`src/rtl/seq_gen_pkg.sv`:
```
// Shared types and helpers for the table-driven sequence generator.
// Holds the FSM state encoding, the table reset value and select-width math.
package seq_gen_pkg;

    typedef enum logic {
        ST_IDLE = 1'b0,
        ST_RUN  = 1'b1
    } state_t;

    // Every table bit clears to this value.
    localparam logic TABLE_RST_BIT = 1'b0;

    // Width of a select bus addressing n entries; never narrower than one bit.
    function automatic int sel_width(input int n);
        return (n > 1) ? $clog2(n) : 1;
    endfunction

endpackage

```
`src/rtl/seq_gen_param_if.sv`:
```
// Control, table-write and status bundle of the sequence generator.
// Widths follow the WIDTH/DEPTH/MODES parameters of the attached generator.
interface seq_gen_param_if
    import seq_gen_pkg::*;
#(
    parameter int WIDTH = 4,
    parameter int DEPTH = 4,
    parameter int MODES = 2
) ();
    localparam int IDX_W  = sel_width(DEPTH);
    localparam int MODE_W = sel_width(MODES);

    logic              start;
    logic              stop;
    logic              en;
    logic              loop;
    logic [MODE_W-1:0] mode;
    logic              wr_en;
    logic [MODE_W-1:0] wr_mode;
    logic [IDX_W-1:0]  wr_idx;
    logic [WIDTH-1:0]  wr_data;
    logic [WIDTH-1:0]  seq;
    logic [IDX_W-1:0]  idx;
    logic              busy;
    logic              done;

    modport master (
        output start, stop, en, loop, mode, wr_en, wr_mode, wr_idx, wr_data,
        input  seq, idx, busy, done
    );

    modport slave (
        input  start, stop, en, loop, mode, wr_en, wr_mode, wr_idx, wr_data,
        output seq, idx, busy, done
    );

endinterface

```
`src/rtl/seq_pattern_table.sv`:
```
// MODES x DEPTH x WIDTH pattern register file: synchronous range-checked write,
// combinational read (a write shows on rd_data one edge later); never stalls.
module seq_pattern_table
    import seq_gen_pkg::*;
#(
    parameter int WIDTH  = 4,
    parameter int DEPTH  = 4,
    parameter int MODES  = 2,
    parameter int IDX_W  = sel_width(DEPTH),
    parameter int MODE_W = sel_width(MODES)
) (
    input  logic              clk,
    input  logic              rst,
    input  logic              wr_en,
    input  logic [MODE_W-1:0] wr_mode,
    input  logic [IDX_W-1:0]  wr_idx,
    input  logic [WIDTH-1:0]  wr_data,
    input  logic [MODE_W-1:0] rd_mode,
    input  logic [IDX_W-1:0]  rd_idx,
    output logic [WIDTH-1:0]  rd_data
);
    logic [WIDTH-1:0] mem [MODES][DEPTH];
    logic             wr_ok;

    // Addresses beyond the populated table are dropped, not aliased.
    assign wr_ok = wr_en && (int'(wr_mode) < MODES) && (int'(wr_idx) < DEPTH);

    always_ff @(posedge clk) begin
        if (rst) begin
            for (int m = 0; m < MODES; m++) begin
                for (int d = 0; d < DEPTH; d++) begin
                    mem[m][d] <= {WIDTH{TABLE_RST_BIT}};
                end
            end
        end else if (wr_ok) begin
            mem[wr_mode][wr_idx] <= wr_data;
        end
    end

    assign rd_data = mem[rd_mode][rd_idx];

endmodule

```
`src/rtl/seq_gen_param.sv`:
```
// Table-driven sequence generator: one-shot or looping walk over DEPTH words.
// Zero-cycle state-to-output latency; en gates stepping, stop aborts without done.
module seq_gen_param
    import seq_gen_pkg::*;
#(
    parameter int WIDTH = 4,
    parameter int DEPTH = 4,
    parameter int MODES = 2
) (
    input  logic            clk,
    input  logic            rst,
    seq_gen_param_if.slave  bus
);
    localparam int IDX_W  = sel_width(DEPTH);
    localparam int MODE_W = sel_width(MODES);
    localparam logic [IDX_W-1:0] LAST = IDX_W'(DEPTH - 1);

    state_t            state, state_nx;
    logic [IDX_W-1:0]  idx_q, idx_nx;
    logic [MODE_W-1:0] mode_q, mode_nx, mode_in;
    logic [WIDTH-1:0]  rd_data;
    logic              done_c;
    logic              running;

    // Unpopulated mode selects fall back to pattern set 0.
    assign mode_in = (int'(bus.mode) < MODES) ? bus.mode : '0;

    always_ff @(posedge clk) begin
        if (rst) begin
            state  <= ST_IDLE;
            idx_q  <= '0;
            mode_q <= '0;
        end else begin
            state  <= state_nx;
            idx_q  <= idx_nx;
            mode_q <= mode_nx;
        end
    end

    always_comb begin
        state_nx = state;
        idx_nx   = idx_q;
        mode_nx  = mode_q;
        done_c   = 1'b0;
        case (state)
            ST_IDLE: begin
                if (bus.start && !bus.stop) begin
                    state_nx = ST_RUN;
                    idx_nx   = '0;
                    mode_nx  = mode_in;
                end
            end
            ST_RUN: begin
                if (bus.stop) begin
                    state_nx = ST_IDLE;
                    idx_nx   = '0;
                end else if (bus.start) begin
                    idx_nx  = '0;
                    mode_nx = mode_in;
                end else if (bus.en) begin
                    if (idx_q != LAST) begin
                        idx_nx = idx_q + 1'b1;
                    end else begin
                        // Last step: completion pulse, then wrap or fall idle.
                        done_c = 1'b1;
                        idx_nx = '0;
                        if (bus.loop) begin
                            mode_nx = mode_in;
                        end else begin
                            state_nx = ST_IDLE;
                        end
                    end
                end
            end
            default: state_nx = ST_IDLE;
        endcase
    end

    seq_pattern_table #(
        .WIDTH  (WIDTH),
        .DEPTH  (DEPTH),
        .MODES  (MODES),
        .IDX_W  (IDX_W),
        .MODE_W (MODE_W)
    ) u_table (
        .clk     (clk),
        .rst     (rst),
        .wr_en   (bus.wr_en),
        .wr_mode (bus.wr_mode),
        .wr_idx  (bus.wr_idx),
        .wr_data (bus.wr_data),
        .rd_mode (mode_q),
        .rd_idx  (idx_q),
        .rd_data (rd_data)
    );

    assign running  = (state == ST_RUN);
    assign bus.busy = running;
    assign bus.idx  = running ? idx_q : '0;
    assign bus.seq  = running ? rd_data : '0;
    assign bus.done = done_c && !rst;

endmodule

```
`src/flat_wrapper.sv`:
```
// flat-port wrapper written by rule: the top's interface ports become plain ports
module seq_gen_param_flat import seq_gen_pkg::*;
#(
    parameter int WIDTH = 4,
    parameter int DEPTH = 4,
    parameter int MODES = 2
)
  (clk, rst, bus_start, bus_stop, bus_en, bus_loop, bus_mode, bus_wr_en, bus_wr_mode, bus_wr_idx, bus_wr_data, bus_seq, bus_idx, bus_busy, bus_done);
  seq_gen_param_if #(.WIDTH(WIDTH), .DEPTH(DEPTH), .MODES(MODES)) bus_i ();
  input  logic clk;
  input  logic rst;
  input wire logic [$bits(bus_i.start)-1:0] bus_start;
  input wire logic [$bits(bus_i.stop)-1:0] bus_stop;
  input wire logic [$bits(bus_i.en)-1:0] bus_en;
  input wire logic [$bits(bus_i.loop)-1:0] bus_loop;
  input wire logic [$bits(bus_i.mode)-1:0] bus_mode;
  input wire logic [$bits(bus_i.wr_en)-1:0] bus_wr_en;
  input wire logic [$bits(bus_i.wr_mode)-1:0] bus_wr_mode;
  input wire logic [$bits(bus_i.wr_idx)-1:0] bus_wr_idx;
  input wire logic [$bits(bus_i.wr_data)-1:0] bus_wr_data;
  output wire logic [$bits(bus_i.seq)-1:0] bus_seq;
  output wire logic [$bits(bus_i.idx)-1:0] bus_idx;
  output wire logic [$bits(bus_i.busy)-1:0] bus_busy;
  output wire logic [$bits(bus_i.done)-1:0] bus_done;
  assign bus_i.start = bus_start;
  assign bus_i.stop = bus_stop;
  assign bus_i.en = bus_en;
  assign bus_i.loop = bus_loop;
  assign bus_i.mode = bus_mode;
  assign bus_i.wr_en = bus_wr_en;
  assign bus_i.wr_mode = bus_wr_mode;
  assign bus_i.wr_idx = bus_wr_idx;
  assign bus_i.wr_data = bus_wr_data;
  assign bus_seq = bus_i.seq;
  assign bus_idx = bus_i.idx;
  assign bus_busy = bus_i.busy;
  assign bus_done = bus_i.done;
  seq_gen_param #(.WIDTH(WIDTH), .DEPTH(DEPTH), .MODES(MODES)) u_core (.clk(clk), .rst(rst), .bus(bus_i));
endmodule
```
`config.mk`:
```
export PLATFORM = sky130hd
export DESIGN_NAME = seq_gen_param_flat
export DESIGN_NICKNAME = d
export VERILOG_FILES = /design/src/rtl/seq_gen_pkg.sv /design/src/rtl/seq_gen_param_if.sv /design/src/rtl/seq_pattern_table.sv /design/src/rtl/seq_gen_param.sv /design/src/flat_wrapper.sv
export SDC_FILE = /design/constraint.sdc
export NUM_CORES = 1
export LEC_CHECK = 0
export CORE_ASPECT_RATIO = 0.8
export CORE_MARGIN = 4
export CORE_UTILIZATION = 54
export DETAILED_ROUTE_END_ITERATION = 12
export PLACE_DENSITY_LB_ADDON = 0.12
export REMOVE_ABC_BUFFERS = 1
export SYNTH_ARGS = -nofsm -noshare
export SYNTH_HDL_FRONTEND = slang
export SYNTH_SLANG_ARGS = --single-unit
```
`constraint.sdc`:
```
create_clock -name clk -period 1.65 [get_ports clk]
set_input_delay 0.4125 -clock clk [delete_from_list [all_inputs] [get_ports clk]]
set_output_delay 0.4125 -clock clk [all_outputs]
set_load 0.01 [all_outputs]
```
Word level (Yosys, flattened, before mapping)
Memory sizes are Yosys's and may differ from the RTL's. A register that Yosys moved wholly into a read port is not among the register bits.
Cells that the tools add are included.
{"block": "word_totals", "memories": 1, "ram_bits": 32, "out_inout_bits": 8, "ff_bits": 4, "elab_cells": 68}
{"block": "op_classes", "addsub": 1, "n_lt_le_gt_ge": 3, "reduce_logical": 8, "bitwise_logic": 3, "n_mux": 42, "n_eq_ne": 7}
{"name": "u_core.u_table.mem", "words": 2, "width": 16, "rd": 1, "rd_ports_with_merged_regs": 1, "write_ports": 2, "line": "seq_pattern_table.sv:22", "text": "logic [WIDTH-1:0] mem [MODES][DEPTH];"}
{"op": "$mux 16", "n": 3}
{"op": "$mux 1", "n": 24}
{"op": "$mux 4", "n": 4}
{"op": "$reduce_or 16->1", "n": 1}
{"op": "$mux 2", "n": 6}
{"op": "$ne 3x3->1 const B", "n": 3}
{"op": "$bmux 4 s2", "n": 1}
{"op": "$demux 4 s2", "n": 1}
{"op": "$ge 3x3->1 const B", "n": 2}
{"op": "$not 2->3", "n": 2}
{"op": "$reduce_and 5->1", "n": 1}
{"op": "$ne 2x2->1 const B", "n": 2}
{"op": "$ne 4x4->1 const B", "n": 1}
{"op": "$pmux 1 s2", "n": 2}
{"op": "$pmux 2 s2", "n": 1}
{"op": "$logic_and 1x1->1", "n": 3}
{"op": "$lt 3x1->1 const B", "n": 1}
{"op": "$add 2x1->2 const B", "n": 1}
{"op": "$logic_not 1->1", "n": 2}
{"op": "$ne 2x1->1 const B", "n": 1}
{"op": "$reduce_and 2->1", "n": 1}
{"op": "$not 1->1", "n": 1}

Depth between registers and ports, before layout
{"block": "depth", "depth_word": 8, "mapped_depth": 5, "ltp_nobuf": 5}

Hierarchy
From an unflattened synthesis, not the netlist that was laid out.
{"block": "unflattened", "cells_unflattened": 123, "area_unflattened_um2": 1769.2}
{"mod": "seq_pattern_table", "area_each_um2": 1495.2, "cells_each": 94, "instances": 1, "seq_area_each_um2": 960.9}
{"mod": "seq_gen_param", "area_each_um2": 274.0, "cells_each": 29, "instances": 1, "seq_area_each_um2": 80.1}

Least setup slack after synthesis
OpenSTA, ideal clock, no wires.
{"block": "synth_path", "path_type": "register to output", "from": "reg (tool-made name)", "to": "out bus_seq[1]", "t_required_ps": 1237, "setup_slack_ps": 36, "stages_incl_launch_ff": 4, "path_buffers": 1, "t_arrival_ps": 1201, "cell_sequence": "dfxtp_1 buf_6 mux4_1 a22o_1"}
{"item": "end: declaration", "line": "flat_wrapper.sv:21", "text": "output wire logic [$bits(bus_i.seq)-1:0] bus_seq;"}

==> impl_metrics.csv <==
group,metric,value,unit
power_and_ir_drop,power_density,834,nW/um^2
global_routing,track_usage,0.188,
clock_tree,cts_tree,"done",
clock_tree,clock_path_buffers,2,
setup_path,worstPathArrival,1620,ps
sta,worstMarginPinSlew,294,ps
detailed_routing,via_per_inst,5.41,
placed_design,placed_cell_area,2150,sq um
setup_path,crit_required,1240,ps
power_and_ir_drop,total_power,1890,uW
run,max_cap_viol_count,0,
sta,slew_viol_final,0,
sta,post-route-min-period,2030,ps
min_path,min_path_type,"flop to flop",
setup_path,worstSetupPathType,"flop to output port",
layout,design_area,2260,sq um
placed_design,routabilityCongestion,0.813,
layout,nFillCells,199,
setup_path,r2r_slack,230,ps
layout,final_util,0.733,
sta,setup_ws,-381,ps
global_routing,grt.overflow.total,0,
power_and_ir_drop,peakVddDrop,0.604,mV
layout,multi_input_area,679,sq um
detailed_routing,drt_iter0_drc,71,
clock_tree,htree_levels,2,
power_and_ir_drop,p_leak,0.000867,uW
clock_tree,clock_sinks,37,
detailed_routing,drtAntennaViolNets,0,
layout,drive_gt1_frac,0.328,
layout,antenna_cells,0,
synth,seq_area_frac_synth,0.609,
detailed_routing,routed_wl,3.52,mm
sta,max_slew_margin,0.803,
clock_tree,cts-root-buf,"clkbuf_8",
setup_path,slowest_stage,"mux4_2",
run_status,outcome,"finished with violations",
clock_tree,cts-hold-fix-buffers,0,
detailed_routing,num_vias,1158,
floorplanning,rows,18,
sta,grt_setup_unrepaired,"yes",
detailed_routing,dr.pass1.iters,4,
min_path,whs_path_depth,2,
detailed_routing,drcViolationCount,0,
sta,fin_skew,4.74,ps
placed_design,portBuffers,22,
setup_path,reg2reg_depth,6,
setup_path,end_kind,"output port",
setup_path,cp_cell_sequence,"buf_12 > mux4_2 > a22o_1 > buf_2",
floorplanning,start_util,0.565,
setup_path,cp_slowest_stage_delay,510,ps
floorplanning,die_h,58.8,microns
layout,nNetsFinal,190,
clock_tree,cts_buffers,5,
run_status,failed_checks,"negative setup slack",
placed_design,place.detailed.hpwl,2.74,mm
sta,timing.final.crit_share,1.23,
setup_path,cp.depth,4,
setup_path,cp_max_fo,8,
synth,synth_seq_cells,37,
synth,syn_avg_cell_area,14.1,sq um
sta,finalHoldViolCount,0,
synth,syn_inst,124,
global_routing,grt_pass1_wl,5.76,mm
sta,timing.fmax,0.492,GHz
global_routing,grt_max_degree,11,
setup_path,cp.buffers_inverters,2,
layout,area_growth,29.8,%
floorplanning,dieArea,4210,sq um
clock_tree,clk_pin_slew,60,ps
global_routing,grt_pass1_vias,1204,
synth,netlist_area,1740,sq um
global_routing,antenna_found_initial,0,
sta,finalSetupViolCount,5,
floorplanning,io-pin-count,23,
setup_path,path_delay_family,"multiplexers",
setup_path,start_kind,"flop",
synth,ys_types,28,
layout,seq_area,1060,sq um
synth,ys_warn_count,0,
floorplanning,core,3090,sq um
clock_tree,clock_latency,280,ps
floorplanning,die_w,71.5,microns
detailed_routing,wire_per_inst,16.4,microns
-- synth_stat cells --
cell / n / share of area
clkbuf_1: 2 / 0.0043
and3_1: 2 / 0.0072
nand2_1: 5 / 0.011
inv_1: 1 / 0.0022
nor3_1: 4 / 0.011
nor3b_1: 1 / 0.0043
nand2b_1: 3 / 0.011
o21ai_0: 2 / 0.0057
mux4_1: 3 / 0.045
and2_1: 26 / 0.093
dfxtp_1: 5 / 0.057
a21oi_1: 4 / 0.011
a41oi_1: 1 / 0.0050
nand4_1: 2 / 0.0072
a22o_1: 4 / 0.020
buf_6: 1 / 0.0065
buf_2: 1 / 0.0029
nor2_1: 4 / 0.0086
nor2b_1: 3 / 0.011
o21bai_1: 3 / 0.013
edfxtp_1: 32 / 0.55
mux4_2: 5 / 0.065
a31o_2: 2 / 0.010
nand3_1: 1 / 0.0029
nand3b_1: 1 / 0.0043
or3_1: 1 / 0.0036
ha_1: 2 / 0.014
or2_2: 3 / 0.011
-- placed cells by master, fill, tap and decap left out, types with 2 or more instances in the layout --
master,instances
edfxtp_1,32
and2_1,25
buf_4,22
clkdlybuf4s50_1,10
mux4_2,8
dlygate4sd2_1,6
nand2_1,5
clkbuf_8,5
buf_2,5
a22o_1,4
nor2_1,4
nor3_1,4
a21oi_1,4
nor2b_1,3
nand2b_1,3
o21bai_2,3
or2_2,3
dfxtp_2,3
clkbuf_1,3
a31o_2,2
o21ai_0,2
nand4_1,2
and3_1,2
dfxtp_1,2
-- kinds of logic after synthesis --
| logic type | Yosys count | share of synthesized area |
|---|---|---|
| AND/OR/NAND/NOR | 56 | 0.186 |
| flip-flops | 37 | 0.609 |
| AO/OA/AOI/OAI | 16 | 0.0653 |
| multiplexers | 8 | 0.110 |
| buffers and inverters | 5 | 0.0158 |
| adder cells (fa/ha/maj) | 2 | 0.0144 |
-- where the power goes --
| part | switching [uW] | leakage, uW | internal (uW) |
|---|---|---|---|
| Combinational | 93.8 | 0.000477 | 112 |
| Clock | 281 | 0.0000395 | 299 |
| Sequential | 20.9 | 0.000351 | 1080 |
-- metrics by stage --
step           hold WS [ps]  setup WS, ps  TNS (ps)  cells
2_1_floorplan           445          -110      -417    120
3_3_place_gp            467          -561    -16780    202
3_5_place_dp            486          -629    -18390    202
4_1_cts                 489          -394     -1570    214
5_1_grt                 516          -442     -1830    214
6_report                492          -381     -1510    214
-- metal layers --
layer	routed length, microns	global-route usage	vias up
met5	0	0	-
met4	27	0.0563	0
met3	272	0.0478	3
met2	1550	0.296	36
met1	1660	0.261	552
li1	-	-	567
-- cell type report --
class / instances / share of cell area
inverter: 1 / 0.00166
timing repair buffer: 46 / 0.170
sequential: 37 / 0.471
multi-input combinational: 82 / 0.300
clock buffer: 8 / 0.0354
tap: 40 / 0.0221
-- worst paths after layout --
kind | startpoint | endpoint
worst max-delay path | flop | bus_seq[0]
worst min-delay path | u_core.mode_q | flop
worst max register to register | u_core.idx_q[0] | flop
worst min register to register | u_core.mode_q | flop
-- timing repair --
action                                  in CTS  in global routing
buffers inserted                             4                  0
gates cloned                                 0                  0
gates resized for setup                     39                  4
pin swaps                                    7                  0
endpoints found under the setup margin      20                 17
-- state kept, by name, summed over array words and instances, names as in the netlist, named ones only --
| name | flops |
|---|---|
| u_core.mode_q | 1 |
| u_core.idx_q | 2 |
| u_core.bus.busy | 1 |
| u_core.u_table.mem | 32 |
-- worst register-to-register path, stage by stage (launching register included) --
cell	delay, ps
dfxtp_2	340
buf_6	120
buf_4	130
ha_1	200
a41oi_1	240
o21ai_0	110
a21oi_1	200
Note: power is estimated with default switching activity, not from simulation.
